[src/rtl/tlul_pkg.sv]
// -----------------------------------------------------------------------------
// tlul_pkg
// TL-UL channel types, opcodes and field widths shared by the LSU host bridge
// and its neighbours, plus small width helpers for the bridge's counters.
// No ports (package).
// -----------------------------------------------------------------------------
package tlul_pkg;

    localparam int TL_AW  = 32;   // address width
    localparam int TL_DW  = 32;   // data width
    localparam int TL_DBW = 4;    // byte-enable width
    localparam int TL_SZW = 2;    // size field width
    localparam int TL_AIW = 8;    // source ID width on the bus
    localparam int TL_DIW = 1;    // sink ID width
    localparam int TL_AUW = 16;   // A-channel user width
    localparam int TL_DUW = 16;   // D-channel user width

    // Widest source ID the LSU bridge ever drives (MaxOutstanding <= 8).
    localparam int BrqTlulSrcW = 3;

    typedef enum logic [2:0] {
        PutFullData    = 3'h0,
        PutPartialData = 3'h1,
        Get            = 3'h4
    } tl_a_op_e;

    typedef enum logic [2:0] {
        AccessAck     = 3'h0,
        AccessAckData = 3'h1
    } tl_d_op_e;

    typedef struct packed {
        logic                a_valid;
        tl_a_op_e            a_opcode;
        logic [2:0]          a_param;
        logic [TL_SZW-1:0]   a_size;
        logic [TL_AIW-1:0]   a_source;
        logic [TL_AW-1:0]    a_address;
        logic [TL_DBW-1:0]   a_mask;
        logic [TL_DW-1:0]    a_data;
        logic [TL_AUW-1:0]   a_user;
        logic                d_ready;
    } tl_h2d_t;

    typedef struct packed {
        logic                d_valid;
        tl_d_op_e            d_opcode;
        logic [2:0]          d_param;
        logic [TL_SZW-1:0]   d_size;
        logic [TL_AIW-1:0]   d_source;
        logic [TL_DIW-1:0]   d_sink;
        logic [TL_DW-1:0]    d_data;
        logic [TL_DUW-1:0]   d_user;
        logic                d_error;
        logic                a_ready;
    } tl_d2h_t;

    // Bits needed to count 0..max_out inclusive.
    function automatic int brq_cnt_w(input int max_out);
        return $clog2(max_out + 1);
    endfunction

    // Bits needed for a pointer over 0..max_out-1 (at least one bit).
    function automatic int brq_ptr_w(input int max_out);
        return (max_out > 1) ? $clog2(max_out) : 1;
    endfunction

endpackage

[src/rtl/brq_lsu_tlul_host.sv]
// -----------------------------------------------------------------------------
// brq_lsu_tlul_host
// Bridges the core LSU request/grant interface onto a TL-UL host port.
// A-channel requests go out combinationally; up to MaxOutstanding transactions
// are tracked with rolling source IDs and D responses are checked in order and
// returned through a registered rvalid/rdata/err stage.
//
// Ports:
//   clk_i, rst_i          clock, synchronous active-high reset
//   req_i/gnt_o           core request valid / accepted this cycle
//   we_i, be_i, addr_i,   store flag, byte enables, byte address,
//   wdata_i               store data
//   rvalid_o, rdata_o,    one-cycle response pulse, load data (0 for stores),
//   err_o                 response error
//   tl_o / tl_i           TL-UL host-to-device / device-to-host channels
//
// Optional feature macro: BRQ_TLUL_MISALIGN_ERR_EN
//   When defined, word-misaligned requests are never issued on TL-UL; they
//   wait for an idle bus, are granted locally and answered with err_o=1.
// -----------------------------------------------------------------------------
module brq_lsu_tlul_host
    import tlul_pkg::*;
#(
    parameter int MaxOutstanding = 2
) (
    input  logic        clk_i,
    input  logic        rst_i,
    input  logic        req_i,
    output logic        gnt_o,
    input  logic        we_i,
    input  logic [3:0]  be_i,
    input  logic [31:0] addr_i,
    input  logic [31:0] wdata_i,
    output logic        rvalid_o,
    output logic [31:0] rdata_o,
    output logic        err_o,
    output tl_h2d_t     tl_o,
    input  tl_d2h_t     tl_i
);

    localparam int CntW = brq_cnt_w(MaxOutstanding);
    localparam int PtrW = brq_ptr_w(MaxOutstanding);
    localparam logic [CntW-1:0] CntMax  = CntW'(MaxOutstanding);
    localparam logic [PtrW-1:0] PtrLast = PtrW'(MaxOutstanding - 1);

    logic [CntW-1:0]           cnt_q, cnt_d;
    logic [PtrW-1:0]           src_wr_q, src_wr_d;
    logic [PtrW-1:0]           src_rd_q, src_rd_d;
    logic [MaxOutstanding-1:0] is_store_q, is_store_d;
    logic                      rvalid_q, rvalid_d;
    logic [31:0]               rdata_q, rdata_d;
    logic                      err_q, err_d;

    logic a_valid_s;
    logic a_hs_s;
    logic d_hs_s;
    logic mis_gnt_s;

    // Response fields the bridge does not inspect (opcode is deliberately unchecked).
    logic unused_tl_s;
    assign unused_tl_s = ^{tl_i.d_opcode, tl_i.d_param, tl_i.d_size,
                           tl_i.d_sink, tl_i.d_user};

    function automatic logic [PtrW-1:0] ptr_inc(input logic [PtrW-1:0] p);
        return (p == PtrLast) ? '0 : p + PtrW'(1);
    endfunction

    function automatic tl_a_op_e a_opcode_f(input logic we, input logic [3:0] be);
        if (!we) begin
            return Get;
        end else if (be == 4'hF) begin
            return PutFullData;
        end else begin
            return PutPartialData;
        end
    endfunction

    // Request qualification, handshakes and grant.
    always_comb begin
`ifdef BRQ_TLUL_MISALIGN_ERR_EN
        logic misalign_s;
        misalign_s = (addr_i[1:0] != 2'b00);
        a_valid_s  = !rst_i && req_i && (cnt_q < CntMax) && !misalign_s;
        // Misaligned requests are only answered once nothing is in flight,
        // so the local error response cannot overtake a bus response.
        mis_gnt_s  = !rst_i && req_i && misalign_s && (cnt_q == '0);
`else
        a_valid_s  = !rst_i && req_i && (cnt_q < CntMax);
        mis_gnt_s  = 1'b0;
`endif
        a_hs_s = a_valid_s && tl_i.a_ready;
        // d_ready is tied high; a beat with nothing outstanding is ignored.
        d_hs_s = !rst_i && tl_i.d_valid && (cnt_q != '0);
        gnt_o  = a_hs_s || mis_gnt_s;
    end

    // A-channel assembly.
    always_comb begin
        tl_o           = '0;
        tl_o.a_valid   = a_valid_s;
        tl_o.a_opcode  = a_opcode_f(we_i, be_i);
        tl_o.a_param   = 3'd0;
        tl_o.a_size    = 2'd2;
        tl_o.a_source  = TL_AIW'(src_wr_q);
        tl_o.a_address = addr_i;
        tl_o.a_mask    = be_i;
        tl_o.a_data    = wdata_i;
        tl_o.a_user    = '0;
        tl_o.d_ready   = 1'b1;
    end

    // Outstanding count, pointers and per-source store flags.
    always_comb begin
        cnt_d      = cnt_q;
        src_wr_d   = src_wr_q;
        src_rd_d   = src_rd_q;
        is_store_d = is_store_q;
        if (a_hs_s && !d_hs_s) begin
            cnt_d = cnt_q + CntW'(1);
        end else if (!a_hs_s && d_hs_s) begin
            cnt_d = cnt_q - CntW'(1);
        end else begin
            cnt_d = cnt_q;
        end
        if (a_hs_s) begin
            src_wr_d               = ptr_inc(src_wr_q);
            is_store_d[src_wr_q]   = we_i;
        end else begin
            src_wr_d = src_wr_q;
        end
        if (d_hs_s) begin
            src_rd_d = ptr_inc(src_rd_q);
        end else begin
            src_rd_d = src_rd_q;
        end
    end

    // Response stage: in-order source check, store data forced to zero.
    always_comb begin
        rvalid_d = 1'b0;
        rdata_d  = rdata_q;
        err_d    = err_q;
        if (d_hs_s) begin
            rvalid_d = 1'b1;
            rdata_d  = is_store_q[src_rd_q] ? 32'h0 : tl_i.d_data;
            err_d    = tl_i.d_error || (tl_i.d_source != TL_AIW'(src_rd_q));
        end else if (mis_gnt_s) begin
            rvalid_d = 1'b1;
            rdata_d  = 32'h0;
            err_d    = 1'b1;
        end else begin
            rvalid_d = 1'b0;
        end
    end

    // State registers.
    always_ff @(posedge clk_i) begin
        if (rst_i) begin
            cnt_q      <= '0;
            src_wr_q   <= '0;
            src_rd_q   <= '0;
            is_store_q <= '0;
            rvalid_q   <= 1'b0;
            rdata_q    <= 32'h0;
            err_q      <= 1'b0;
        end else begin
            cnt_q      <= cnt_d;
            src_wr_q   <= src_wr_d;
            src_rd_q   <= src_rd_d;
            is_store_q <= is_store_d;
            rvalid_q   <= rvalid_d;
            rdata_q    <= rdata_d;
            err_q      <= err_d;
        end
    end

    assign rvalid_o = rvalid_q;
    assign rdata_o  = rdata_q;
    assign err_o    = err_q;

endmodule
[config.mk]
export PLATFORM = sky130hd
export DESIGN_NAME = brq_lsu_tlul_host
export DESIGN_NICKNAME = d
export VERILOG_FILES = /design/src/rtl/tlul_pkg.sv /design/src/rtl/brq_lsu_tlul_host.sv
export SDC_FILE = /design/constraint.sdc
export NUM_CORES = 1
export LEC_CHECK = 0
export BUFFER_PORTS_ARGS = -buffer_cell sky130_fd_sc_hd__buf_2
export CORE_AREA = 2 2 109 111
export DETAILED_ROUTE_END_ITERATION = 6
export DIE_AREA = 0 0 111 113
export PLACE_DENSITY = 0.5
export RECOVER_POWER = 50
export REMOVE_ABC_BUFFERS = 1
export SYNTH_ARGS = -nofsm -noshare
export SYNTH_HDL_FRONTEND = slang
export SYNTH_SLANG_ARGS = --single-unit
[constraint.sdc]
create_clock -name clk_i -period 4.55 [get_ports clk_i]
set_input_delay 0.2275 -clock clk_i [delete_from_list [all_inputs] [get_ports clk_i]]
set_output_delay 0.2275 -clock clk_i [all_outputs]
set_load 0.02 [all_outputs]
==> flow_summary.toml, run 1 <==
[global_routing]
met2_usage_pct = 33.74
grt_pass1_vias = 1305
overflow = 0
grt_max_degree = 19
grt_pass1_wl_mm = 14.16
met1_usage_pct = 7.735
antenna_found_initial = 0
busiest_layer = "met2"
use_met3_pct = 24.26
track_usage_pct = 17.73

[worst_setup_path]
slowest_stage = "o21ai_0"
path_buf_inv = 1
worstReg2RegEnd = "rdata_o[30]"
critPathMaxFanout = 18
critPathLaunchType = "register"
cp_data_arrival_time_ns = 2.60
r2r.worst_path.cells = 4
rrSetupSlack_ns = 2.18
cp-end-kind = "register"
r2r-start = "cnt_q[1]"
crit_chain = "o21ai_0 -> and2_1 -> buf_4 -> a22o_1"
cpPeakStageDelay_ns = 0.78
cp_data_required_time_ns = 4.78
worst-setup-path-type = "reg2reg"
critical-path-top-delay-family = "compound AO/OA/AOI/OAI gates"

[synth]
postSynthAreaPerCell_sq_um = 9.923
synth_top_cell_area_share_pct = 37.19
yosys_warnings = 0
synthesis.area_sq_um = 2153
synth_cell_type_count = 28
netlist_instances = 217
synth-seq-cells = 40
yosys-top-cells-area = "dfxtp_1, buf_4, a22o_1"
ys_seq_area_share_pct = 37.19
yosysTopAreaCell = "dfxtp_1"

[timing]
fin_crit_sh_pct = 52.09
fmax_ghz = 0.4219
hold_viol_final = 0
worst_slew_pin_slew_ns = 0.9753
whs_ns = 0.1548
fin_skew_ns = 0.003955
slew_headroom_pct = 34.29
rsz0062_at_grt = "no"
period_minus_slack_ns = 2.370
fin_setup_tns_ns = 0
final-setup-viol-count = 0
drv_slew = 0

[cells_and_area]
nets = 380
regArea_sq_um = 800.8
multi_input_area_sq_um = 623.1
area_delta_synth_final_pct = 4.590
drive_above_1_share_pct = 40.83
num_antenna_cells = 0
postLayoutCoreUtil_pct = 19.98
nFillCells = 1249
fin_area_sq_um = 2252

[drt]
ant_nets = 0
drc = 0
dr.first_iter.drc_count = 71
drtPass1Iterations = 4
viasPerCell = 3.885
vias = 1488
wirelength_mm = 11.51
wl_per_cell_um = 30.06

[pwr]
ir_worst_vdd_v = 0.0001879
p_total_mw = 0.9614
pwr_density_cell_nw_per_um2 = 426.9
sequentialPowerShare_pct = 40.9
swShare_pct = 27.85
p_leak_nw = 1.106
pwr-share-clk_pct = 42.2
p_switching_mw = 0.2677
power_frac_comb_pct = 16.9
internal_power_mw = 0.6937

[die]
die_y_um = 113
start_util_pct = 19.10
io_pins = 277
core_area_sq_um = 11270
num_rows = 39
dieArea_sq_um = 12540
die_w_um = 111

[status]
status = "completed"

[clock_network]
clkTransAtPathRegs_ns = 0.06
cts_root_buffer = "clkbuf_16"
htreeDepth = 2
cts-resized-gates = 0
postCtsSetupBuffers = 0
ctsLongestPathBuffers = 2
cts-buffers-inserted = 5
hold_buffers = 0
clock_latency_ns = 0.28
cts_tree = "yes"
clock_sinks = 40

[min_path]
worstHoldEndpoint = "rdata_o[17]"
hold_path.class = "in2reg"
min_from = "tl_i[35]"
hold_depth = 2

[placement]
detailed_place.area_sq_um = 2102
dpl.hpwl_mm = 10.39
portBuffers = 93
globalplace.congestion = 0.8968

[job]
drv_cap = 0
[synthesized netlist by cell type]
cell / count
a22o_1: 32
or3_1: 1
conb_1: 2
o21ai_2: 1
o21ai_0: 1
ha_1: 1
dfxtp_1: 40
nand2b_1: 1
buf_4: 103
a2111oi_4: 1
nor3b_1: 1
nor2b_1: 2
xor2_1: 4
or4_1: 2
nor3_1: 1
and4bb_2: 1
a31o_2: 2
inv_1: 4
nor2_1: 3
and3_1: 2
buf_6: 3
a41oi_1: 1
clkbuf_1: 1
a21oi_1: 2
and2_1: 1
buf_2: 1
nor4_1: 1
nand2_1: 2
[power by group through the flow]
stage / Clock [mW] / Sequential [mW] / Combinational, mW
after floorplan: 0 / 0.426 / 0.0711
after global placement: 0 / 0.400 / 0.164
after detailed placement: 0 / 0.401 / 0.165
after CTS: 0.421 / 0.393 / 0.165
after global routing: 0.436 / 0.396 / 0.174
final: 0.406 / 0.393 / 0.162
[cell usage in the layout, fill, tap and decap left out]
master / synthesis / final
buf_2: 1 / 85
dfxtp_1: 40 / 40
a22o_1: 32 / 32
conb_1: 2 / 30
clkbuf_1: 1 / 9
clkbuf_16: 0 / 5
inv_1: 4 / 4
xor2_1: 4 / 4
nor2_1: 3 / 3
o21ai_0: 1 / 2
nor2b_1: 2 / 2
nand2_1: 2 / 2
and3_1: 2 / 2
a31o_2: 2 / 2
a21oi_1: 2 / 2
or4_1: 2 / 2
buf_4: 103 / 2
and4bb_2: 1 / 1
a41oi_1: 1 / 1
nor3b_1: 1 / 1
a2111oi_4: 1 / 1
and2_1: 1 / 1
or3_1: 1 / 1
nand2b_1: 1 / 1
nor4_1: 1 / 1
nor3_1: 1 / 1
ha_1: 1 / 1
bufinv_16: 0 / 1
clkinv_2: 0 / 1
[cells by family (layout without fill, tap and decap cells)]
family                   after synthesis  after routing  synth area share (%)
buffers and inverters                112            107                 38.58
AO/OA/AOI/OAI                         40             40                 16.62
flip-flops                            40             40                 37.19
AND/OR/NAND/NOR                       18             18                 5.055
XOR/XNOR                               4              4                 1.627
other                                  2             30                0.3488
adder cells (fa/ha/maj)                1              1                0.5810
[flip-flops by register name, summed over array words and instances, names as in the netlist]
name / cells
cnt_q: 2
err_o: 1
is_store_q: 2
rdata_o: 32
rvalid_o: 1
src_rd_q: 1
src_wr_q: 1
[per-stage QoR]
step                      cells  setup slack (ns)
after floorplan             137             2.767
after global placement      375             2.472
after detailed placement    375             2.441
after CTS                   383             2.415
after global routing        383             1.989
final                       383             2.180
[worst max path at each step]
stage | slack (ns) | cells after the start | endpoint | start
4_1_cts | 2.42 | 4 | rdata_o[31] | cnt_q[1]
6_report | 2.18 | 4 | rdata_o[30] | cnt_q[1]
5_1_grt | 1.99 | 4 | rdata_o[31] | cnt_q[1]
3_3_place_gp | 2.47 | 4 | rdata_o[30] | cnt_q[0]
2_1_floorplan | 2.77 | 3 | rdata_o[0] | cnt_q[0]
3_5_place_dp | 2.44 | 4 | rdata_o[31] | cnt_q[1]
[layout make-up]
cell class	instances	area share, %
inverters	4	0.6667
repair buffers	95	20.89
flip-flops and latches	40	35.56
clock buffers	6	5.722
clock inverters	2	1.556
multi-input cells	93	27.67
well taps	143	7.944
[per-layer routing]
metal  up-vias  wire, um  share of wire (%)
li1        647         -                  -
met1       618      1899                 16
met2       214      6188                 54
met3         9      3256                 28
met4         0       167                1.5
met5         -         0                  0
Note: power is estimated with default switching activity, not from simulation.
==> run 2, diff against run 1 <==
--- a/config.mk
+++ b/config.mk
@@ -6,10 +6,10 @@
 export NUM_CORES = 1
 export LEC_CHECK = 0
 export BUFFER_PORTS_ARGS = -buffer_cell sky130_fd_sc_hd__buf_2
-export CORE_AREA = 2 2 109 111
+export CORE_AREA = 2 2 107 109
 export DETAILED_ROUTE_END_ITERATION = 6
-export DIE_AREA = 0 0 111 113
-export PLACE_DENSITY = 0.5
+export DIE_AREA = 0 0 109 111
+export PLACE_DENSITY = 0.51
 export RECOVER_POWER = 50
 export REMOVE_ABC_BUFFERS = 1
 export SYNTH_ARGS = -nofsm -noshare
==> constraint.sdc (replaced) <==
create_clock -name clk_i -period 2.46 [get_ports clk_i]
set_input_delay 0.123 -clock clk_i [delete_from_list [all_inputs] [get_ports clk_i]]
set_output_delay 0.123 -clock clk_i [all_outputs]
set_load 0.02 [all_outputs]
==> run 2 against run 1 <==
Net effect: critical path depth grew 2; clock power grew 54%; clock-buffer cell count is the same; global-route usage grew 0.60 points; setup slack lost 1.4 ns; sequential power grew 85%; critical path type unchanged; largest cell class unchanged; largest power group is now sequential cells.
==> flow_summary.toml, run 2 (synthesis results as in run 1) <==
[clock_network]
cts-buffers-inserted = 5
cts_root_buffer = "clkbuf_16"
postCtsSetupBuffers = 0
clock_sinks = 40
clock_latency_ns = 0.28
cts-resized-gates = 0
clkTransAtPathRegs_ns = 0.06
ctsLongestPathBuffers = 2
cts_tree = "yes"
htreeDepth = 2
hold_buffers = 0

[cells_and_area]
area_delta_synth_final_pct = 4.009
largest_reg_flops = 32
nets = 382
num_antenna_cells = 0
fin_cells = 384
final_common_cell = "buf_2"
fin_area_sq_um = 2240
drive_above_1_share_pct = 41.08
mostFrequentLayoutCells = "buf_2, dfxtp_1, a22o_1"

[drt]
drtPass1Iterations = 4
wirelength_mm = 11.46
vias = 1504
dr.first_iter.drc_count = 56
ant_nets = 0
wl_per_cell_um = 29.84
drc = 0
viasPerCell = 3.917

[worst_setup_path]
cp_data_required_time_ns = 2.68
worst-setup-path-type = "reg2reg"
cp_data_arrival_time_ns = 1.86
r2r-start = "cnt_q[1]"
rrSetupSlack_ns = 0.82
worstReg2RegEnd = "cnt_q[1]"
r2r.worst_path.cells = 6
cp-end-kind = "register"
critPathLaunchType = "register"
critPathMaxFanout = 6

[timing]
fin_skew_ns = 0.006792
drv_slew = 0
rsz0062_at_grt = "no"
fin_setup_tns_ns = 0
fin_crit_sh_pct = 66.77
period_minus_slack_ns = 1.643
fmax_ghz = 0.6088
final-setup-viol-count = 0
hold_viol_final = 0
whs_ns = 0.04857

[die]
core_area_sq_um = 11080
die_w_um = 109
num_rows = 39
start_util_pct = 19.44
io_pins = 277
die_y_um = 111
dieArea_sq_um = 12100

[pwr]
power_frac_comb_pct = 18.2
internal_power_mw = 1.178
pwr_density_cell_nw_per_um2 = 739.5
ir_worst_vdd_v = 0.0002386
swShare_pct = 28.86
p_leak_nw = 1.099
pwr-share-clk_pct = 37.8
sequentialPowerShare_pct = 43.9
p_switching_mw = 0.4780

[global_routing]
overflow = 0
grt_pass1_vias = 1298
grt_max_degree = 20
track_usage_pct = 18.32
grt_pass1_wl_mm = 13.48
antenna_found_initial = 0

[status]
status = "completed"

[min_path]
hold_depth = 2
worstHoldEndpoint = "rdata_o[30]"
min_from = "tl_i[48]"
hold_path.class = "in2reg"

[placement]
detailed_place.area_sq_um = 2117
dp.cells = 377
portBuffers = 93
dpl.hpwl_mm = 10.40
globalplace.congestion = 0.8231

[job]
drv_cap = 0
run 2: worst max-delay path by stage:
stage                  start    endpoint  slack, ns  cells after the start
finish              cnt_q[1]    cnt_q[1]       0.82                      6
global route        cnt_q[1]    cnt_q[1]       0.67                      6
CTS                 cnt_q[1]    cnt_q[1]       0.79                      6
detailed placement  cnt_q[1]    cnt_q[1]       0.82                      6
global placement    cnt_q[1]    cnt_q[1]       0.85                      6
floorplan           cnt_q[0]  rdata_o[0]       0.68                      3
run 2: power by group through the flow:
stage / clock (mW) / sequential [mW] / combinational (mW)
finish: 0.627 / 0.727 / 0.302
global route: 0.682 / 0.734 / 0.329
CTS: 0.655 / 0.727 / 0.307
detailed placement: 0 / 0.740 / 0.306
global placement: 0 / 0.739 / 0.303
floorplan: 0 / 0.789 / 0.132
run 2: area by class of cell:
type,count,area [sq um]
Inverter,4,15.01
Fill cell,1213,8837
Sequential cell,40,800.8
Clock inverter,1,5.005
Tap cell,143,178.9
Multi-Input combinational cell,93,626.9
Timing Repair Buffer,97,484.2
Clock buffer,6,128.9
run 2: layer usage:
metal	wire (um)	up-vias	GRT usage [%]	part of all wire, %
li1	-	653	-	-
met5	0	-	0.8929	0
met1	1725	655	6.811	15
met4	147	0	4.103	1.3
met3	3505	6	26.51	31
met2	6078	190	34.29	53
run 2: worst max-delay path, cell delays in order, from the launching register on:
cell and delay, ns:
dfxtp_1 0.34, o21ai_2 0.34, nor2_1 0.09, inv_1 0.07, ha_1 0.25, or3_1 0.35
a21oi_1 0.14
run 2: per-stage QoR:
step	util, %	power (mW)	setup slack [ns]
floorplan	-	0.9203	0.6765
global placement	19.11	1.042	0.8498
detailed placement	19.11	1.046	0.8209
CTS	20.32	1.690	0.7948
global route	20.22	1.745	0.6690
finish	20.22	1.656	0.8174
